`src/rtl/operand_loader_pkg.sv`:
```
// ============================================================================
// Module : operand_loader_pkg
// Brief  : Shared state encoding and sizing helpers for the operand loader.
// Rev    : 1.0 - initial release
// ============================================================================
`default_nettype none

package operand_loader_pkg;

    localparam int MAX_WORD_WIDTH = 256;

    typedef logic [1:0] state_t;

    localparam state_t ST_LOAD_A = 2'd0;
    localparam state_t ST_LOAD_B = 2'd1;
    localparam state_t ST_HOLD   = 2'd2;

    function automatic int calc_nw(input int aw, input int ww);
        return (aw + ww - 1) / ww;
    endfunction

    function automatic int calc_cnt_w(input int aw, input int ww);
        return (calc_nw(aw, ww) > 1) ? $clog2(calc_nw(aw, ww)) : 1;
    endfunction

    // Number of meaningful bits in the most significant word of an operand.
    function automatic int calc_last_bits(input int aw, input int ww);
        return aw - (calc_nw(aw, ww) - 1) * ww;
    endfunction

    function automatic logic [MAX_WORD_WIDTH-1:0] calc_pad_mask(input int aw, input int ww);
        logic [MAX_WORD_WIDTH-1:0] mask;
        mask = '0;
        for (int i = 0; i < MAX_WORD_WIDTH; i++) begin
            mask[i] = (i >= calc_last_bits(aw, ww)) && (i < ww);
        end
        return mask;
    endfunction

endpackage

`default_nettype wire

```
`src/rtl/operand_assembler.sv`:
```
// ============================================================================
// Module : operand_assembler
// Brief  : Counter-indexed word writer building one operand; pad bits of the
//          top word are dropped by storing only its meaningful bits.
// Rev    : 1.0 - initial release
// ============================================================================
`default_nettype none

module operand_assembler
    import operand_loader_pkg::*;
#(
    parameter int ADDER_WIDTH = 116,
    parameter int WORD_WIDTH  = 32
) (
    input  logic                                           clk,
    input  logic                                           rst_n,
    input  logic                                           clr_i,
    input  logic                                           wr_en_i,
    input  logic [calc_cnt_w(ADDER_WIDTH, WORD_WIDTH)-1:0] idx_i,
    input  logic [WORD_WIDTH-1:0]                          word_i,
    output logic [ADDER_WIDTH-1:0]                         value_o
);

    localparam int NW        = calc_nw(ADDER_WIDTH, WORD_WIDTH);
    localparam int CNT_W     = calc_cnt_w(ADDER_WIDTH, WORD_WIDTH);
    localparam int LAST_BITS = calc_last_bits(ADDER_WIDTH, WORD_WIDTH);

    for (genvar k = 0; k < NW; k++) begin : g_word
        localparam int              W   = (k == NW - 1) ? LAST_BITS : WORD_WIDTH;
        localparam logic [CNT_W-1:0] IDX = CNT_W'(k);

        logic [W-1:0] word_q;

        always_ff @(posedge clk or negedge rst_n) begin
            if (!rst_n) begin
                word_q <= '0;
            end else if (clr_i) begin
                word_q <= '0;
            end else if (wr_en_i && (idx_i == IDX)) begin
                word_q <= word_i[W-1:0];
            end
        end

        assign value_o[k*WORD_WIDTH +: W] = word_q;
    end

endmodule

`default_nettype wire

```
`src/rtl/operand_loader.sv`:
```
// ============================================================================
// Module : operand_loader
// Brief  : Serial-to-parallel loader assembling operand pair a/b from bus
//          words for the adder stage. Optional sticky pad-bit check enabled
//          by defining OPERAND_LOADER_PAD_CHECK_EN.
// Rev    : 1.0 - initial release
// ============================================================================
`default_nettype none

module operand_loader
    import operand_loader_pkg::*;
#(
    parameter int ADDER_WIDTH = 116,
    parameter int WORD_WIDTH  = 32
) (
    input  logic                   clk,
    input  logic                   rst_n,
    input  logic                   flush,
    input  logic                   in_valid,
    output logic                   in_ready,
    input  logic [WORD_WIDTH-1:0]  in_data,
    output logic                   out_valid,
    input  logic                   out_ready,
`ifdef OPERAND_LOADER_PAD_CHECK_EN
    output logic                   pad_err,
`endif
    output logic [ADDER_WIDTH-1:0] a,
    output logic [ADDER_WIDTH-1:0] b
);

    localparam int               NW       = calc_nw(ADDER_WIDTH, WORD_WIDTH);
    localparam int               CNT_W    = calc_cnt_w(ADDER_WIDTH, WORD_WIDTH);
    localparam logic [CNT_W-1:0] LAST_IDX = CNT_W'(NW - 1);

    state_t           state_q, state_d;
    logic [CNT_W-1:0] cnt_q, cnt_d;
    logic             a_we, b_we;

    assign in_ready  = (state_q != ST_HOLD);
    assign out_valid = (state_q == ST_HOLD);

    // in_ready is high in both load states, so in_valid alone marks a beat there.
    assign a_we = !flush && in_valid && (state_q == ST_LOAD_A);
    assign b_we = !flush && in_valid && (state_q == ST_LOAD_B);

    always_comb begin
        state_d = state_q;
        cnt_d   = cnt_q;
        if (flush) begin
            state_d = ST_LOAD_A;
            cnt_d   = '0;
        end else begin
            case (state_q)
                ST_LOAD_A, ST_LOAD_B: begin
                    if (in_valid) begin
                        if (cnt_q == LAST_IDX) begin
                            cnt_d   = '0;
                            state_d = (state_q == ST_LOAD_A) ? ST_LOAD_B : ST_HOLD;
                        end else begin
                            cnt_d = cnt_q + 1'b1;
                        end
                    end
                end
                ST_HOLD: begin
                    if (out_ready) begin
                        state_d = ST_LOAD_A;
                    end
                end
                default: begin
                    state_d = ST_LOAD_A;
                    cnt_d   = '0;
                end
            endcase
        end
    end

    always_ff @(posedge clk or negedge rst_n) begin
        if (!rst_n) begin
            state_q <= ST_LOAD_A;
            cnt_q   <= '0;
        end else begin
            state_q <= state_d;
            cnt_q   <= cnt_d;
        end
    end

    operand_assembler #(
        .ADDER_WIDTH (ADDER_WIDTH),
        .WORD_WIDTH  (WORD_WIDTH)
    ) u_asm_a (
        .clk     (clk),
        .rst_n   (rst_n),
        .clr_i   (flush),
        .wr_en_i (a_we),
        .idx_i   (cnt_q),
        .word_i  (in_data),
        .value_o (a)
    );

    operand_assembler #(
        .ADDER_WIDTH (ADDER_WIDTH),
        .WORD_WIDTH  (WORD_WIDTH)
    ) u_asm_b (
        .clk     (clk),
        .rst_n   (rst_n),
        .clr_i   (flush),
        .wr_en_i (b_we),
        .idx_i   (cnt_q),
        .word_i  (in_data),
        .value_o (b)
    );

`ifdef OPERAND_LOADER_PAD_CHECK_EN
    localparam logic [WORD_WIDTH-1:0] PAD_MASK =
        WORD_WIDTH'(calc_pad_mask(ADDER_WIDTH, WORD_WIDTH));

    logic pad_err_q;

    always_ff @(posedge clk or negedge rst_n) begin
        if (!rst_n) begin
            pad_err_q <= 1'b0;
        end else if (flush) begin
            pad_err_q <= 1'b0;
        end else if ((a_we || b_we) && (cnt_q == LAST_IDX) && |(in_data & PAD_MASK)) begin
            pad_err_q <= 1'b1;
        end
    end

    assign pad_err = pad_err_q;
`else
    // Pad bits of the top word are dropped silently by the assemblers.
`endif

endmodule

`default_nettype wire

```
`config.mk`:
```
export PLATFORM = sky130hd
export DESIGN_NAME = operand_loader
export DESIGN_NICKNAME = d
export VERILOG_FILES = /design/src/rtl/operand_loader_pkg.sv /design/src/rtl/operand_assembler.sv /design/src/rtl/operand_loader.sv
export SDC_FILE = /design/constraint.sdc
export NUM_CORES = 1
export LEC_CHECK = 0
export ABC_AREA = 1
export CORE_AREA = 2 2 226 161
export DETAILED_ROUTE_END_ITERATION = 7
export DIE_AREA = 0 0 228 163
export HOLD_SLACK_MARGIN = 0.06
export PLACE_DENSITY = 0.57
export SYNTH_ARGS = -nofsm -noshare
export SYNTH_HDL_FRONTEND = slang
export SYNTH_SLANG_ARGS = --single-unit
```
`constraint.sdc`:
```
create_clock -name clk -period 3.5 [get_ports clk]
set_input_delay 0.7 -clock clk [delete_from_list [all_inputs] [get_ports clk]]
set_output_delay 0.7 -clock clk [all_outputs]
set_load 0.02 [all_outputs]
```
# Word level (Yosys, flattened, before mapping)
# Index checks and enable logic that the tools add are counted.
dict set report op_classes {
  addsub 1
  multipliers 0
  div 0
  n_lt_le_gt_ge 0
  n_eq_ne 10
  n_shift 0
  mux 26
  bitwise 0
  n_reduce_logical 25
}
# op n
set ops {}
lappend ops {{$mux 32} 12}
lappend ops {{$mux 20} 4}
lappend ops {{$mux 2} 8}
lappend ops {{$reduce_bool 2->1} 8}
lappend ops {{$logic_and 1x1->1} 11}
lappend ops {{$pmux 2 s2} 2}
lappend ops {{$eq 2x2->1 const B} 3}
lappend ops {{$ne 3x3->1 const B} 2}
lappend ops {{$eq 2x1->1 const B} 2}
lappend ops {{$logic_not 2->1} 2}
lappend ops {{$ne 2x2->1 const B} 2}
lappend ops {{$ne 3x2->1 const B} 1}
lappend ops {{$reduce_and 3->1} 1}
lappend ops {{$add 2x1->2 const B} 1}
lappend ops {{$reduce_and 2->1} 1}
lappend ops {{$reduce_or 2->1} 1}
lappend ops {{$logic_not 1->1} 1}
dict set report word_totals {
  reg_bits 236
  latchBits 0
  ramBits 0
  romBits 0
  inputBits 37
  out_inout_bits 234
  elab_cells 72
  mem_count 0
}

# Depth between registers and ports, before layout
dict set report depth {
  depth_word 6
  ltp_mapped 8
  mapped_depth_nobuf 6
}

# Cells and area by module
# A second synthesis with hierarchy kept.
dict set report hier_totals {
  hier_cells 1207
  area_unflattened_um2 10121.0
}
# mod instances cells_each area_each_um2 seq_area_each_um2
set by_module_without_submodules {}
lappend by_module_without_submodules {operand_assembler 2 586 4928.5 2902.8}
lappend by_module_without_submodules {operand_loader 1 35 264.0 100.1}

# Worst setup path before layout
# Ideal clock, no wire load.
dict set report synth_path {
  path_kind {flip-flop to output port}
  start {reg state_q[1]}
  end {out in_ready}
  arrival_ps 1019
  required_time_ps 2800
  slack_ps 1781
  stages_incl_launch_ff 4
  path_buffers 0
  path_cell_list {dfrtp_1 -> inv_1 -> nor2_1 -> inv_1}
}
dict set report synth_between {
  elab_chain_len 1
}
# item line
set synth_rtl {}
lappend synth_rtl {{from (decl)} operand_loader.sv:35} ;# state_t state_q, state_d;
lappend synth_rtl {{from (signal assigned)} operand_loader.sv:82} ;# state_q <= state_d;
lappend synth_rtl {{$ne 2x2->1} operand_loader.sv:39} ;# assign in_ready = (state_q != ST_HOLD);
lappend synth_rtl {{to (decl)} operand_loader.sv:20} ;# output logic in_ready,
# Every way passes these cells.

# Worst setup path after layout
dict set report layout_path {
  start {reg state_q[1]}
  end {out out_valid}
}
dict set report layout_between {
  elab_chain_len 1
}
# item line
set layout_rtl {}
lappend layout_rtl {{$eq 2x2->1} operand_loader.sv:40} ;# assign out_valid = (state_q == ST_HOLD);
lappend layout_rtl {{to (decl)} operand_loader.sv:22} ;# output logic out_valid,
# Every way passes these cells.

==> results.json <==
{
  "grt_pass1_wl_microns": 57040,
  "status": "completed",
  "critPathMaxFanout": 4,
  "grtUsageTotal_pct": 19.89,
  "post-place-ws_ps": 942.7,
  "rows": 58,
  "fin_area_sq_um": 14050,
  "grt_max_degree": 152,
  "yosys.area.top_type": "dfrtp_1",
  "synth_area_leaders": "dfrtp_1 59%, nand3_1 24%, nand2_1 9.0%",
  "dieArea_sq_um": 37160,
  "syn_avg_cell_area_sq_um": 8.820,
  "yosysMostFrequentCell": "nand3_1",
  "layout_setup_ws_ps": 770.5,
  "drtAntennaViolNets": 0,
  "wl_per_cell_microns": 20.28,
  "leakagePower_nw": 7.047,
  "yosys.cell_types.count": 16,
  "gp_congestion": 0.8510,
  "synth_common_cells": "474 x nand3_1, 243 x nand2_1, 236 x dfrtp_1, 53 x clkbuf_1, 40 x inv_1",
  "clkTransAtPathRegs_ps": 70,
  "setup_tns_ps": 0,
  "synth_edf_count": 0,
  "dpl.cell_count": 1825,
  "wl_met1_microns": 18110,
  "ff2ff_setup_slack_ps": 1550,
  "htreeDepth": 1,
  "hp-start": "u_asm_a.g_word[3].word_q[17]$_DFFE_PN0P_",
  "drc": 0,
  "avgViaCountPerCell": 4.955,
  "ys_async_sr_fraction_pct": 100.0,
  "crit_type": "reg2out",
  "n_fill_cell": 3548,
  "start_util_pct": 28.58,
  "synthCells": 1143,
  "worst_pin_slew_ps": 1221,
  "finalHoldViolCount": 0,
  "seq_area_frac_synth_pct": 58.58,
  "syn_nets": 1184,
  "setup_viol": 0,
  "postPlaceCellArea_sq_um": 13250,
  "min_period_ps": 2730,
  "slew_headroom_pct": 18.30,
  "vias": 9276,
  "cts_root_buffer": "clkbuf_16",
  "clk_latency_ps": 550,
  "drv_slew": 0,
  "fin_cells": 1872,
  "num_io_pins": 271,
  "clkPwrFrac_pct": 42.2,
  "synth_top_area_share_pct": 58.58,
  "r2r-start": "cnt_q[0]$_DFFE_PN0P_",
  "finalCritPeriodShare_pct": 77.99,
  "ir_drop_mv": 0.2791,
  "cts_hold_buf": 1,
  "p_per_area_nw_per_um2": 443.8,
  "antenna_found_initial": 1,
  "cts_buffer_depth": 3,
  "post_cts_buffers": 0,
  "intPower_mw": 4.491,
  "core_sq_um": 35270,
  "finClkSkew_ps": 18.86,
  "max_clock_freq_mhz": 366.4,
  "synth_seq_cells": 236,
  "wl_microns": 37960,
  "hold_path_depth": 2,
  "cts_resized": 0,
  "critPathArrivalTime_ps": 2030,
  "clock_sinks": 236,
  "maxUsedRoutingLayer": "met4",
  "yosys_most_used_dff": "dfrtp_1",
  "wl_met3_microns": 2856,
  "total_power_mw": 6.236,
  "cap_violations": 0,
  "r2r_cells": 6,
  "seq_power_share_pct": 45.3,
  "areaGrowthSynthToFinish_pct": 39.39,
  "io_buffers": 270,
  "die_w_microns": 228,
  "drive_above_1_share_pct": 5.895,
  "route.met2.wl_microns": 16290,
  "grt.overflow.total": 0,
  "cts_buffers": 26,
  "grt_pass1_vias": 8922,
  "hold_class": "reg2reg",
  "drt_iter0_drc": 1010,
  "start_kind": "flip-flop",
  "drtPass1Iterations": 5,
  "reg2reg_to": "u_asm_b.g_word[2].word_q[14]$_DFFE_PN0P_",
  "ys.warnings.count": 0,
  "fin_nets": 1415,
  "combPwrFrac_pct": 12.6,
  "cts_tree": "yes",
  "switching_share_pct": 27.98,
  "cp.required_ps": 2800,
  "cp-end-kind": "output pin",
  "min_to": "u_asm_a.g_word[3].word_q[17]$_DFFE_PN0P_",
  "die_height_microns": 163,
  "grt_setup_unrepaired": "no",
  "switchingPower_mw": 1.745,
  "syn-cell-area_sq_um": 10080,
  "dpl.hpwl_microns": 24870
}
worst max-delay path, stage by stage (launching register included):
cell	delay [ps]
dfrtp_1	410
inv_1	80
nor2_1	320
clkdlybuf4s50_1	680
per-layer routing:
layer / up-vias / GRT usage (%)
met5: - / 0
met4: 0 / 4.575
met3: 44 / 4.499
met2: 383 / 28.48
met1: 4567 / 30.24
li1: 4282 / -
metrics by stage:
| step | hold slack (ps) | utilization, % |
|---|---|---|
| after floorplan | 404.4 | - |
| after global placement | 483.7 | 37.56 |
| after detailed placement | 486.9 | 37.56 |
| after CTS | 504.3 | 39.84 |
| after global routing | 527.1 | 39.84 |
| final | 501.0 | 39.84 |
kinds of logic (layout without fill, tap and decap cells):
logic type	after synthesis	count (layout)	share of synthesized area (%)
other	0	1	0
AND/OR/NAND/NOR	757	757	34.39
buffers and inverters	143	391	6.379
AO/OA/AOI/OAI	3	3	0.1489
flip-flops	236	236	58.58
adder cells (fa/ha/maj)	4	4	0.4965
power groups by stage:
| stage | clock (mW) | combinational [mW] | sequential (mW) |
|---|---|---|---|
| 6_report | 2.63 | 0.784 | 2.82 |
| 5_1_grt | 2.80 | 0.843 | 2.83 |
| 2_1_floorplan | 0 | 0.329 | 2.93 |
| 3_5_place_dp | 0 | 0.789 | 2.87 |
| 4_1_cts | 2.69 | 0.791 | 2.82 |
| 3_3_place_gp | 0 | 0.783 | 2.87 |
worst max path at each step:
stage / start / end / cells past startpoint
floorplan: state_q[1]$_DFFE_PN0P_ / in_ready / 3
global placement: in_valid / u_asm_b.g_word[0].word_q[5]$_DFFE_PN0P_ / 6
detailed placement: in_valid / u_asm_b.g_word[0].word_q[18]$_DFFE_PN0P_ / 6
CTS: state_q[1]$_DFFE_PN0P_ / out_valid / 3
global route: state_q[1]$_DFFE_PN0P_ / out_valid / 3
finish: state_q[1]$_DFFE_PN0P_ / out_valid / 3
state kept, by name, summed over array words and instances (netlist names):
| name | cells |
|---|---|
| cnt_q | 2 |
| state_q | 2 |
| u_asm_b.g_word.word_q | 116 |
| u_asm_a.g_word.word_q | 116 |
layout by cell type (no fill, tap or decap), types with 2 or more instances in the layout:
cell type and n:
clkbuf_8 2, nor2_4 3, buf_12 6, nand3_2 2, o21ai_0 3, clkdlybuf4s50_1 268
clkbuf_16 26, clkbuf_1 10, inv_1 40, nand2_1 243, ha_2 3, nor2_1 35
buf_4 27, dfrtp_1 236, clkinv_2 4, inv_8 2, nand3_1 472
area by class of cell:
class	instances	area (sq um)	area share (%)
Clock inverter	7	77.57	0.5520
Multi-Input combinational cell	764	3550	25.26
Sequential cell	236	5906	42.03
Timing Repair Buffer	304	3035	21.60
Inverter	42	165.2	1.175
Clock buffer	38	715.7	5.093
Tap cell	480	600.6	4.274
Antenna cell	1	2.502	0.01781
No activity file was read; power rests on OpenSTA's default activity.
